[config.mk]
export PLATFORM = sky130hd
export DESIGN_NAME = mole_round_ctrl_flat
export DESIGN_NICKNAME = d
export VERILOG_FILES = /design/src/rtl/mole_round_if.sv /design/src/rtl/mole_round_ctrl.sv /design/src/flat_wrapper.sv
export SDC_FILE = /design/constraint.sdc
export NUM_CORES = 1
export LEC_CHECK = 0
export CAP_MARGIN = 20
export CORE_MARGIN = 4
export CORE_UTILIZATION = 50
export DETAILED_ROUTE_END_ITERATION = 7
export GPL_ROUTABILITY_DRIVEN = 0
export PLACE_DENSITY = 0.76
export SYNTH_ARGS = -nofsm -noshare
export SYNTH_HDL_FRONTEND = slang
export SYNTH_SLANG_ARGS = --single-unit
[constraint.sdc]
create_clock -name clk -period 2.62 [get_ports clk]
set_clock_uncertainty 0.05 [all_clocks]
set_input_delay 0.655 -clock clk [delete_from_list [all_inputs] [get_ports clk]]
set_output_delay 0.655 -clock clk [all_outputs]
set_load 0.005 [all_outputs]
[src/rtl/mole_round_if.sv]
// Whack-a-mole round controller bus: player/timer inputs plus the game status outputs.
// The master side drives the game inputs; the slave side is the round controller.
interface mole_round_if;
  logic       start;
  logic       abort;
  logic       hit_valid;
  logic [1:0] hit_idx;
  logic       timeout;
  logic       timer_clr_n;
  logic [2:0] interval;
  logic       dir;
  logic [3:0] mole;
  logic [7:0] score;
  logic [3:0] round;
  logic       busy;
  logic       game_over;

  modport master (
    output start, abort, hit_valid, hit_idx, timeout,
    input  timer_clr_n, interval, dir, mole, score, round, busy, game_over
  );

  modport slave (
    input  start, abort, hit_valid, hit_idx, timeout,
    output timer_clr_n, interval, dir, mole, score, round, busy, game_over
  );
endinterface

[src/rtl/mole_round_ctrl.sv]
// Round sequencer for a 4-hole whack-a-mole game: lights one mole per round,
// scores strikes, and shrinks/grows the timer interval with player performance.
module mole_round_ctrl #(
  parameter int         NUM_ROUNDS     = 8,
  parameter logic [2:0] START_INTERVAL = 3'd5,
  parameter logic [2:0] MIN_INTERVAL   = 3'd1,
  parameter logic [7:0] LFSR_SEED      = 8'hA5
) (
  input logic          clk,
  input logic          rst_n,
  mole_round_if.slave  bus
);

  typedef enum logic [2:0] {
    S_IDLE = 3'd0,
    S_ARM  = 3'd1,
    S_WAIT = 3'd2,
    S_HIT  = 3'd3,
    S_MISS = 3'd4,
    S_DONE = 3'd5
  } state_t;

  localparam logic [3:0] LAST_ROUND = 4'(NUM_ROUNDS);

  state_t     state, state_nxt;
  logic [7:0] lfsr;
  logic       lfsr_fb;
  logic [1:0] prev_idx, prev_nxt, sel_idx;
  logic [2:0] interval_q, interval_nxt;
  logic [7:0] score_q, score_nxt;
  logic [3:0] round_q, round_nxt, round_inc;
  logic [3:0] mole_q, mole_nxt;
  logic       clr_n_q, clr_n_nxt;
  logic       busy_q, busy_nxt;
  logic       go_q, go_nxt;
  logic       strike_ok;
  logic       new_game;
  logic       leaving_round;

  // Free-running source of mole positions; x^8+x^6+x^5+x^4+1.
  assign lfsr_fb = lfsr[7] ^ lfsr[5] ^ lfsr[4] ^ lfsr[3];

  always_ff @(posedge clk or negedge rst_n) begin
    if (!rst_n) lfsr <= LFSR_SEED;
    else        lfsr <= {lfsr[6:0], lfsr_fb};
  end

  // Never light the same hole twice in a row. prev_idx also names the lit mole during WAIT.
  assign sel_idx       = (lfsr[1:0] == prev_idx) ? lfsr[1:0] + 2'd1 : lfsr[1:0];
  assign strike_ok     = (bus.hit_idx == prev_idx);
  assign round_inc     = round_q + 4'd1;
  assign new_game      = (state == S_IDLE) || (state == S_DONE);
  assign leaving_round = (state == S_HIT) || (state == S_MISS);

  // State register
  always_ff @(posedge clk or negedge rst_n) begin
    if (!rst_n) state <= S_IDLE;
    else        state <= state_nxt;
  end

  // Next-state logic
  always_comb begin
    state_nxt = state;
    if (bus.abort) begin
      state_nxt = S_IDLE;
    end else begin
      case (state)
        S_IDLE, S_DONE: if (bus.start) state_nxt = S_ARM;
        S_ARM:          state_nxt = S_WAIT;
        S_WAIT: begin
          if (bus.hit_valid)    state_nxt = strike_ok ? S_HIT : S_MISS;
          else if (bus.timeout) state_nxt = S_MISS;
        end
        S_HIT, S_MISS:  state_nxt = (round_inc == LAST_ROUND) ? S_DONE : S_ARM;
        default:        state_nxt = S_IDLE;
      endcase
    end
  end

  // Output logic: next value of every registered output, keyed on the state being entered
  always_comb begin
    score_nxt    = score_q;
    round_nxt    = round_q;
    interval_nxt = interval_q;
    mole_nxt     = mole_q;
    prev_nxt     = prev_idx;
    clr_n_nxt    = (state_nxt != S_ARM);
    busy_nxt     = (state_nxt == S_ARM) || (state_nxt == S_WAIT) ||
                   (state_nxt == S_HIT) || (state_nxt == S_MISS);
    go_nxt       = (state_nxt == S_DONE);

    // An abort out of HIT/MISS leaves the round uncounted.
    if (leaving_round && state_nxt != S_IDLE) round_nxt = round_inc;

    case (state_nxt)
      S_ARM: begin
        if (new_game) begin
          score_nxt    = 8'd0;
          round_nxt    = 4'd0;
          interval_nxt = START_INTERVAL;
        end
        mole_nxt = 4'b0001 << sel_idx;
        prev_nxt = sel_idx;
      end
      S_HIT: begin
        if (score_q != 8'hFF) score_nxt = score_q + 8'd1;
        interval_nxt = (interval_q > MIN_INTERVAL) ? interval_q - 3'd1 : MIN_INTERVAL;
        mole_nxt     = 4'd0;
      end
      S_MISS: begin
        interval_nxt = (interval_q < START_INTERVAL) ? interval_q + 3'd1 : START_INTERVAL;
        mole_nxt     = 4'd0;
      end
      S_IDLE:  mole_nxt = 4'd0;
      default: ;
    endcase
  end

  always_ff @(posedge clk or negedge rst_n) begin
    if (!rst_n) begin
      score_q    <= 8'd0;
      round_q    <= 4'd0;
      interval_q <= START_INTERVAL;
      mole_q     <= 4'd0;
      prev_idx   <= 2'd0;
      clr_n_q    <= 1'b1;
      busy_q     <= 1'b0;
      go_q       <= 1'b0;
    end else begin
      score_q    <= score_nxt;
      round_q    <= round_nxt;
      interval_q <= interval_nxt;
      mole_q     <= mole_nxt;
      prev_idx   <= prev_nxt;
      clr_n_q    <= clr_n_nxt;
      busy_q     <= busy_nxt;
      go_q       <= go_nxt;
    end
  end

  assign bus.timer_clr_n = clr_n_q;
  assign bus.interval    = interval_q;
  assign bus.dir         = 1'b0;
  assign bus.mole        = mole_q;
  assign bus.score       = score_q;
  assign bus.round       = round_q;
  assign bus.busy        = busy_q;
  assign bus.game_over   = go_q;

endmodule

[src/flat_wrapper.sv]
// flat-port wrapper written by rule: the top's interface ports become plain ports
module mole_round_ctrl_flat 
#(
  parameter int         NUM_ROUNDS     = 8,
  parameter logic [2:0] START_INTERVAL = 3'd5,
  parameter logic [2:0] MIN_INTERVAL   = 3'd1,
  parameter logic [7:0] LFSR_SEED      = 8'hA5
)
  (clk, rst_n, bus_start, bus_abort, bus_hit_valid, bus_hit_idx, bus_timeout, bus_timer_clr_n, bus_interval, bus_dir, bus_mole, bus_score, bus_round, bus_busy, bus_game_over);
  mole_round_if bus_i ();
  input logic clk;
  input logic rst_n;
  input wire logic [$bits(bus_i.start)-1:0] bus_start;
  input wire logic [$bits(bus_i.abort)-1:0] bus_abort;
  input wire logic [$bits(bus_i.hit_valid)-1:0] bus_hit_valid;
  input wire logic [$bits(bus_i.hit_idx)-1:0] bus_hit_idx;
  input wire logic [$bits(bus_i.timeout)-1:0] bus_timeout;
  output wire logic [$bits(bus_i.timer_clr_n)-1:0] bus_timer_clr_n;
  output wire logic [$bits(bus_i.interval)-1:0] bus_interval;
  output wire logic [$bits(bus_i.dir)-1:0] bus_dir;
  output wire logic [$bits(bus_i.mole)-1:0] bus_mole;
  output wire logic [$bits(bus_i.score)-1:0] bus_score;
  output wire logic [$bits(bus_i.round)-1:0] bus_round;
  output wire logic [$bits(bus_i.busy)-1:0] bus_busy;
  output wire logic [$bits(bus_i.game_over)-1:0] bus_game_over;
  assign bus_i.start = bus_start;
  assign bus_i.abort = bus_abort;
  assign bus_i.hit_valid = bus_hit_valid;
  assign bus_i.hit_idx = bus_hit_idx;
  assign bus_i.timeout = bus_timeout;
  assign bus_timer_clr_n = bus_i.timer_clr_n;
  assign bus_interval = bus_i.interval;
  assign bus_dir = bus_i.dir;
  assign bus_mole = bus_i.mole;
  assign bus_score = bus_i.score;
  assign bus_round = bus_i.round;
  assign bus_busy = bus_i.busy;
  assign bus_game_over = bus_i.game_over;
  mole_round_ctrl #(.NUM_ROUNDS(NUM_ROUNDS), .START_INTERVAL(START_INTERVAL), .MIN_INTERVAL(MIN_INTERVAL), .LFSR_SEED(LFSR_SEED)) u_core (.clk(clk), .rst_n(rst_n), .bus(bus_i));
endmodule
==> results.md, run 1 <==
* Port buffer count at 29
* Core area at 3660 µm²
* Later-pin clock latency in the skew report at 290 ps
* Pin count of the biggest net entering global routing at 36
* Peak supply drop at 450 µV
* Sequential share of the synthesized area at 0.468
* Setup violators final at 0
* DRT antenna net count at 0
* Startpoint types: input port
* First-pass GRT wire length at 7030 µm
* Crit-path max cell delay at 540 ps
* EDFF count, synth at 0
* Post-synthesis sequential element count at 35
* CP delay by family, top: compound AO/OA/AOI/OAI gates
* Yosys top cell area share at 0.370
* CP Max Fanout at 9
* Post-Syn Area per Cell at 10.3 µm²
* DP HPWL at 3040 µm
* Post-CTS resize count at 0
* Top_reg_cell synth: dfrtp_1
* Outcome: complete, no violations
* Drt pass-1 iters at 4
* Die width at 69.5 µm
* Reg clk slew, reported paths at 70 ps
* Fin. Hold Viols at 0
* Residual DRC count at 0
* Htree depth at 2
* Pleak at 1.02 nW
* Critical path class: in -> reg
* Distinct cells, synth at 53
* Hold-fix buffers at CTS at 0
* Vias in the first global route at 1516
* ANT cells at 0
* CTS buffer count at 5
* Post-Route WL at 4130 µm
* DR iter-0 viols at 113
* Number of setup buffers added after CTS at 0
* Pre-CTS setup slack at 78.6 ps
* Worst path slowest cell: clkdlybuf4s50_1
* Setup TNS at 0 ps
* Pwr dens at 624 nW/µm²
* Cell Area, Synth at 1890 µm²
* Inst Count DP at 260
* Post-Layout Cell Count at 268
* Ports at 31
* TritonCTS clock tree: done
* Synth-to-layout area growth at 24.3%
* Min-Delay Path Class: reg -> reg
* Total grt overflow at 0
* GRT Total Usage at 0.180
* Syn. warnings at 0
* Syn Inst Count at 184
* Share of layout cells above drive strength 1 at 0.177
* Max Clk Rate at 449 MHz
* Row count at 22
* Die height at 69.5 µm
* Worst path arrival time at 2340 ps
* Starting density of the core at 0.517
* CP endpoint kind: register
* Vias per Instance at 5.69
* # clock sinks at 35
* Part of the cycle the worst path needs at 0.851
* Buf/Inv on CP at 1
* RSZ-0062 raised after global routing: false
* Max-cap violations at 0
* Final setup margin at 391 ps
* Post-layout min period at 2230 ps
* CP cell instances: clkdlybuf4s50_1 -> and3b_2 -> nand3_2 -> a31oi_4 -> o21ai_4 -> o21ai_1 -> o21ai_0
* Ranking of synthesized cells by area: dfrtp_1 37%, dfstp_2 9.7%, ha_1 4.0%, o21ai_0 3.2%, nor2_1 3.2%
* Vias at 1524
* Count leader, synth: dfrtp_1
* CTS root buffer: clkbuf_8
* Clock tree buffer depth at 2
* Post-Syn Nets at 198
* Avg WL per Cell at 15.4 µm
* CP required at 2730 ps
* Initial antenna violation count at 0
* Post-synth top cells: 28 x dfrtp_1, 16 x nor2_1, 15 x nand2_1, 12 x o21ai_0, 11 x nand3_1
* Fin nets at 233
* Max Transition Viols Final at 0
* Post-synth top area cell: dfrtp_1
* Async set-reset flop share out of synthesis at 1.00
* Die Area at 4830 µm²
-- path summary, 6_finish.rpt --
| path | slack [ps] | to | cells past startpoint | from |
|---|---|---|---|---|
| max in group asynchronous | 1450 | u_core.bus.interval[0]$_DFFE_PN1P_ | 2 | rst_n |
| min in group asynchronous | 720 | u_core.bus.mole[2]$_DFFE_PN0P_ | 2 | rst_n |
| worst max register to register | 620 | u_core.bus.score[2]$_DFFE_PN0P_ | 7 | u_core.bus.score[0]$_DFFE_PN0P_ |
| worst min register to register | 300 | u_core.lfsr[7]$_DFF_PN1_ | 0 | u_core.lfsr[6]$_DFF_PN0_ |
| worst min-delay path | 300 | u_core.lfsr[7]$_DFF_PN1_ | 0 | u_core.lfsr[6]$_DFF_PN0_ |
| worst max-delay path | 390 | u_core.bus.score[2]$_DFFE_PN0P_ | 7 | bus_hit_valid |
-- placed cells by master, fill, tap and decap left out, types with 3 or more instances in the layout --
| master | n |
|---|---|
| nor2b_1 | 3 |
| and3_1 | 4 |
| ha_1 | 6 |
| inv_1 | 7 |
| dfstp_2 | 7 |
| o21ai_2 | 3 |
| o21ai_1 | 6 |
| o211ai_1 | 3 |
| o21a_1 | 3 |
| dfrtp_1 | 28 |
| nand3_1 | 11 |
| clkdlybuf4s50_1 | 29 |
| clkbuf_8 | 5 |
| buf_4 | 5 |
| xnor2_1 | 6 |
| nor2_1 | 16 |
| nand2_1 | 15 |
| a21oi_1 | 8 |
| o21ai_0 | 12 |
-- sequential cells by signal (all words and copies together), names as in the netlist --
name,flops
u_core.bus.score,8
u_core.bus.timer_clr_n,1
u_core.state,3
u_core.bus.mole,4
u_core.bus.game_over,1
u_core.prev_idx,2
u_core.bus.interval,3
u_core.bus.round,4
u_core.bus.busy,1
u_core.lfsr,8
-- power breakdown --
group	internal, W	switching [W]	total, W	leakage (nW)
Clock	0.000283	0.000197	0.000480	0.0581
Sequential	0.000592	0.0000644	0.000657	0.455
Combinational	0.000164	0.000166	0.000330	0.509
-- final cells by class --
type | instances | area, µm²
Fill cell | 303 | 1310
Multi-Input combinational cell | 136 | 940
Sequential cell | 35 | 885
Timing Repair Buffer | 34 | 328
Clock buffer | 5 | 68.8
Tap cell | 48 | 60.1
Clock inverter | 3 | 43.8
Inverter | 7 | 26.3
-- through the flow --
| step | cell area [µm²] | power, W | hold slack, ps | util |
|---|---|---|---|---|
| after global placement | 2240 | 0.000979 | 289 | 0.611 |
| after CTS | 2350 | 0.00148 | 311 | 0.642 |
| after global routing | 2350 | 0.00155 | 326 | 0.642 |
| after detailed placement | 2240 | 0.000995 | 291 | 0.611 |
| final | 2350 | 0.00147 | 304 | 0.642 |
| after floorplan | 1890 | 0.000858 | 283 | - |
-- worst register-to-register path, cell delays in order (launching register included) --
cell     delay, ps
dfrtp_1        430
ha_1           240
and3_1         210
and3_1         250
a32oi_1        300
o21ai_4        120
o21ai_1        170
o21ai_0        110
-- kinds of logic (layout without fill, tap and decap cells) --
logic type	after synthesis	in the layout	share of synthesized area
DFF	35	35	0.468
adders and majority gates	6	6	0.0397
buffers and inverters	13	49	0.0357
other	1	1	0.00198
muxes	1	1	0.00793
and+or+nand+nor	64	64	0.177
xor gates and xnor gates	10	10	0.0542
AOI/OAI and AO/OA	54	54	0.216
-- layer usage --
layer | global-route usage | up-vias | share of wire | wire [µm]
li1 | - | 724 | - | -
met1 | 0.240 | 754 | 0.45 | 1880
met2 | 0.285 | 39 | 0.48 | 1980
met3 | 0.0493 | 7 | 0.046 | 189
met4 | 0.0564 | 0 | 0.020 | 81
met5 | 0 | - | 0 | 0
Power figures use the tool's default switching activity.
==> run 2: changes to the inputs <==
--- a/config.mk
+++ b/config.mk
@@ -6,11 +6,13 @@
 export NUM_CORES = 1
 export LEC_CHECK = 0
 export CAP_MARGIN = 20
+export CELL_PAD_IN_SITES_DETAIL_PLACEMENT = 2
+export CELL_PAD_IN_SITES_GLOBAL_PLACEMENT = 2
 export CORE_MARGIN = 4
-export CORE_UTILIZATION = 50
+export CORE_UTILIZATION = 33
 export DETAILED_ROUTE_END_ITERATION = 7
 export GPL_ROUTABILITY_DRIVEN = 0
-export PLACE_DENSITY = 0.76
+export PLACE_DENSITY_LB_ADDON = 0.1
 export SYNTH_ARGS = -nofsm -noshare
 export SYNTH_HDL_FRONTEND = slang
 export SYNTH_SLANG_ARGS = --single-unit
==> run 2 against run 1 <==
  * Power down 3.1%
  * Largest cell class unchanged
  * Flip-flop and latch count is the same
  * Sequential share of layout area down 0.40 points
  * Wire length up 32%
  * Clock power fell by 14%
  * Cell count rose by 9.7%
  * First-iteration DRC count down 53%
  * Non-clock buffer count rose by 2
  * Critical path type unchanged
  * Combinational power rose by 4%
==> results.md, run 2 (synthesized netlist as in run 1, its figures left out) <==
* Outcome: complete, no violations (unchanged)
* Setup TNS at 0 ps (unchanged)
* Max-cap violations at 0 (unchanged)
* Met2 usage at 0.282 (was 0.285)
* Min-delay src: u_core.lfsr[6]$_DFF_PN0_ (unchanged)
* Post-layout min period at 2290 ps (was 2230 ps)
* Hold depth at 0 (unchanged)
* Worst path arrival time at 2410 ps (was 2340 ps)
* Critical path class: in -> reg (unchanged)
* Clock tree buffer depth at 2 (unchanged)
* Core Util, Final at 0.429 (was 0.642)
* Reg clk slew, reported paths at 80 ps (was 70 ps)
* DP HPWL at 4030 µm (was 3040 µm)
* Max Clk Rate at 437 MHz (was 449 MHz)
* Fin. Hold Viols at 0 (unchanged)
* Die height at 83.7 µm (was 69.5 µm)
* Synth-to-layout area growth at 25.6% (was 24.3%)
* Vias at 1594 (was 1524)
* CTS buffer count at 5 (unchanged)
* Clock network power share at 0.291 (was 0.327)
* DR iter-0 viols at 53 (was 113)
* First-pass GRT wire length at 9540 µm (was 7030 µm)
* Core area at 5540 µm² (was 3660 µm²)
* Share of layout cells above drive strength 1 at 0.185 (was 0.177)
* CP endpoint kind: register (unchanged)
* Die width at 83.7 µm (was 69.5 µm)
* Critical R2R Launch: u_core.bus.score[0]$_DFFE_PN0P_ (unchanged)
* Pin count of the biggest net entering global routing at 36 (unchanged)
* Sw power at 0.000471 W (was 0.000427 W)
* Setup violators final at 0 (unchanged)
* Htree depth at 2 (unchanged)
* Drt pass-1 iters at 4 (unchanged)
* TritonCTS clock tree: done (unchanged)
* Later-pin clock latency in the skew report at 290 ps (about the same)
* CP Max Fanout at 9 (unchanged)
* Register share of total power at 0.467 (was 0.448)
* Number of setup buffers added after CTS at 0 (unchanged)
* Max Transition Viols Final at 0 (unchanged)
* Cell Int Power at 0.000949 W (was 0.00104 W)
* CP required at 2740 ps (was 2730 ps)
* Sw Ratio at 0.332 (was 0.291)
* Row count at 27 (was 22)
* Startpoint types: input port (unchanged)
* Residual DRC count at 0 (unchanged)
* Die Area at 7010 µm² (was 4830 µm²)
* Comb pwr share at 0.242 (was 0.225)
* Min-Delay Path Class: reg -> reg (unchanged)
* Post-CTS resize count at 0 (unchanged)
* Port buffer count at 29 (unchanged)
* Hold endpoint: u_core.lfsr[7]$_DFF_PN1_ (unchanged)
* # clock sinks at 35 (unchanged)
* R2R cell count at 7 (unchanged)
* Peak supply drop at 302 µV (was 450 µV)
* Met3 Use GR at 0.0346 (was 0.0493)
* Pleak at 1.01 nW (was 1.02 nW)
* RSZ-0062 raised after global routing: false (unchanged)
* Avg WL per Cell at 18.5 µm (was 15.4 µm)
* Fin nets at 235 (was 233)
* Total grt overflow at 0 (unchanged)
* Hold-fix buffers at CTS at 0 (unchanged)
* DRT antenna net count at 0 (unchanged)
* Starting density of the core at 0.341 (was 0.517)
* CTS root buffer: clkbuf_8 (unchanged)
* Layout fillers at 607 (was 303)
* Top Usage Layer GRT: met2 (unchanged)
* Commonest non-fill, non-tap cell in the layout: clkdlybuf4s50_1 (unchanged)
* Pwr dens at 598 nW/µm² (was 624 nW/µm²)
* Global-route met1 utilization at 0.215 (was 0.240)
* Post-Route WL at 5450 µm (was 4130 µm)
* Initial antenna violation count at 0 (unchanged)
* Flop-to-flop setup slack at 540 ps (was 620 ps)
* Reg-to-Reg End: u_core.bus.score[2]$_DFFE_PN0P_ (unchanged)
* GRT Total Usage at 0.167 (was 0.180)
* Part of the cycle the worst path needs at 0.873 (was 0.851)
* Commonest cells after routing, fill and taps aside: 29 x clkdlybuf4s50_1, 28 x dfrtp_1, 16 x nor2_1 (unchanged)
* Vias per Instance at 5.42 (was 5.69)
* Ports at 31 (unchanged)
* Vias in the first global route at 1805 (was 1516)
* ANT cells at 0 (unchanged)
==> run 2: cell types whose count changed in the layout (fill, tap and decap cells not counted), sizes merged <==
cell	previous run	this run
buf	5	7
bufinv	1	0
clkinv	2	0
clkinvlp	0	2
inv	7	8
==> run 2: cell type report <==
type                            count  area (µm²)  share of cell area
Multi-Input combinational cell    136         940               0.395
Sequential cell                    35         885               0.372
Timing Repair Buffer               36         343               0.144
Tap cell                           72        90.1              0.0379
Clock buffer                        5        68.8              0.0290
Inverter                            7        26.3              0.0111
Clock inverter                      3        23.8              0.0100
==> run 2: worst max-delay path by stage <==
| stage | depth (start not counted) | startpoint | slack (ps) | to |
|---|---|---|---|---|
| 2_1_floorplan | 5 | bus_timeout | 710 | u_core.bus.score[0]$_DFFE_PN0P_ |
| 5_1_grt | 7 | bus_start | 190 | u_core.bus.score[4]$_DFFE_PN0P_ |
| 4_1_cts | 7 | bus_start | 350 | u_core.bus.score[3]$_DFFE_PN0P_ |
| 6_report | 7 | bus_start | 330 | u_core.bus.score[3]$_DFFE_PN0P_ |
| 3_5_place_dp | 7 | bus_start | 60 | u_core.bus.score[3]$_DFFE_PN0P_ |
| 3_3_place_gp | 6 | bus_hit_valid | 100 | u_core.bus.score[0]$_DFFE_PN0P_ |
==> run 2: stage by stage <==
stage | hold WS [ps] | cell area, µm² | power (W) | cells | worst slack, ps
floorplan | 283 | 1890 | 0.000858 | 184 | 710
global placement | 292 | 2280 | 0.000995 | 286 | 104
detailed placement | 294 | 2280 | 0.00101 | 286 | 62.7
CTS | 327 | 2380 | 0.00144 | 294 | 351
global route | 338 | 2380 | 0.00151 | 294 | 187
finish | 317 | 2380 | 0.00142 | 294 | 333
==> run 2: critical path, stage by stage <==
cell and delay [ps]:
clkdlybuf4s50_1 490, nor2b_1 250, o21bai_1 150, a31oi_4 410
o21ai_2 150, o21ai_0 200, o21ai_1 90
==> run 2: routing by layer <==
metal  up-vias  share of wire
li1        727              -
met1       837           0.45
met2        23           0.51
met3         7          0.026
met4         0          0.014
met5         -              0
==> run 2: power groups by stage <==
stage          clock network [W]  logic [W]  registers (W)
2_1_floorplan                  0   0.000206       0.000652
4_1_cts                 0.000425   0.000348       0.000663
6_report                0.000413   0.000344       0.000663
3_5_place_dp                   0   0.000342       0.000673
3_3_place_gp                   0   0.000328       0.000668
5_1_grt                 0.000455   0.000381       0.000675
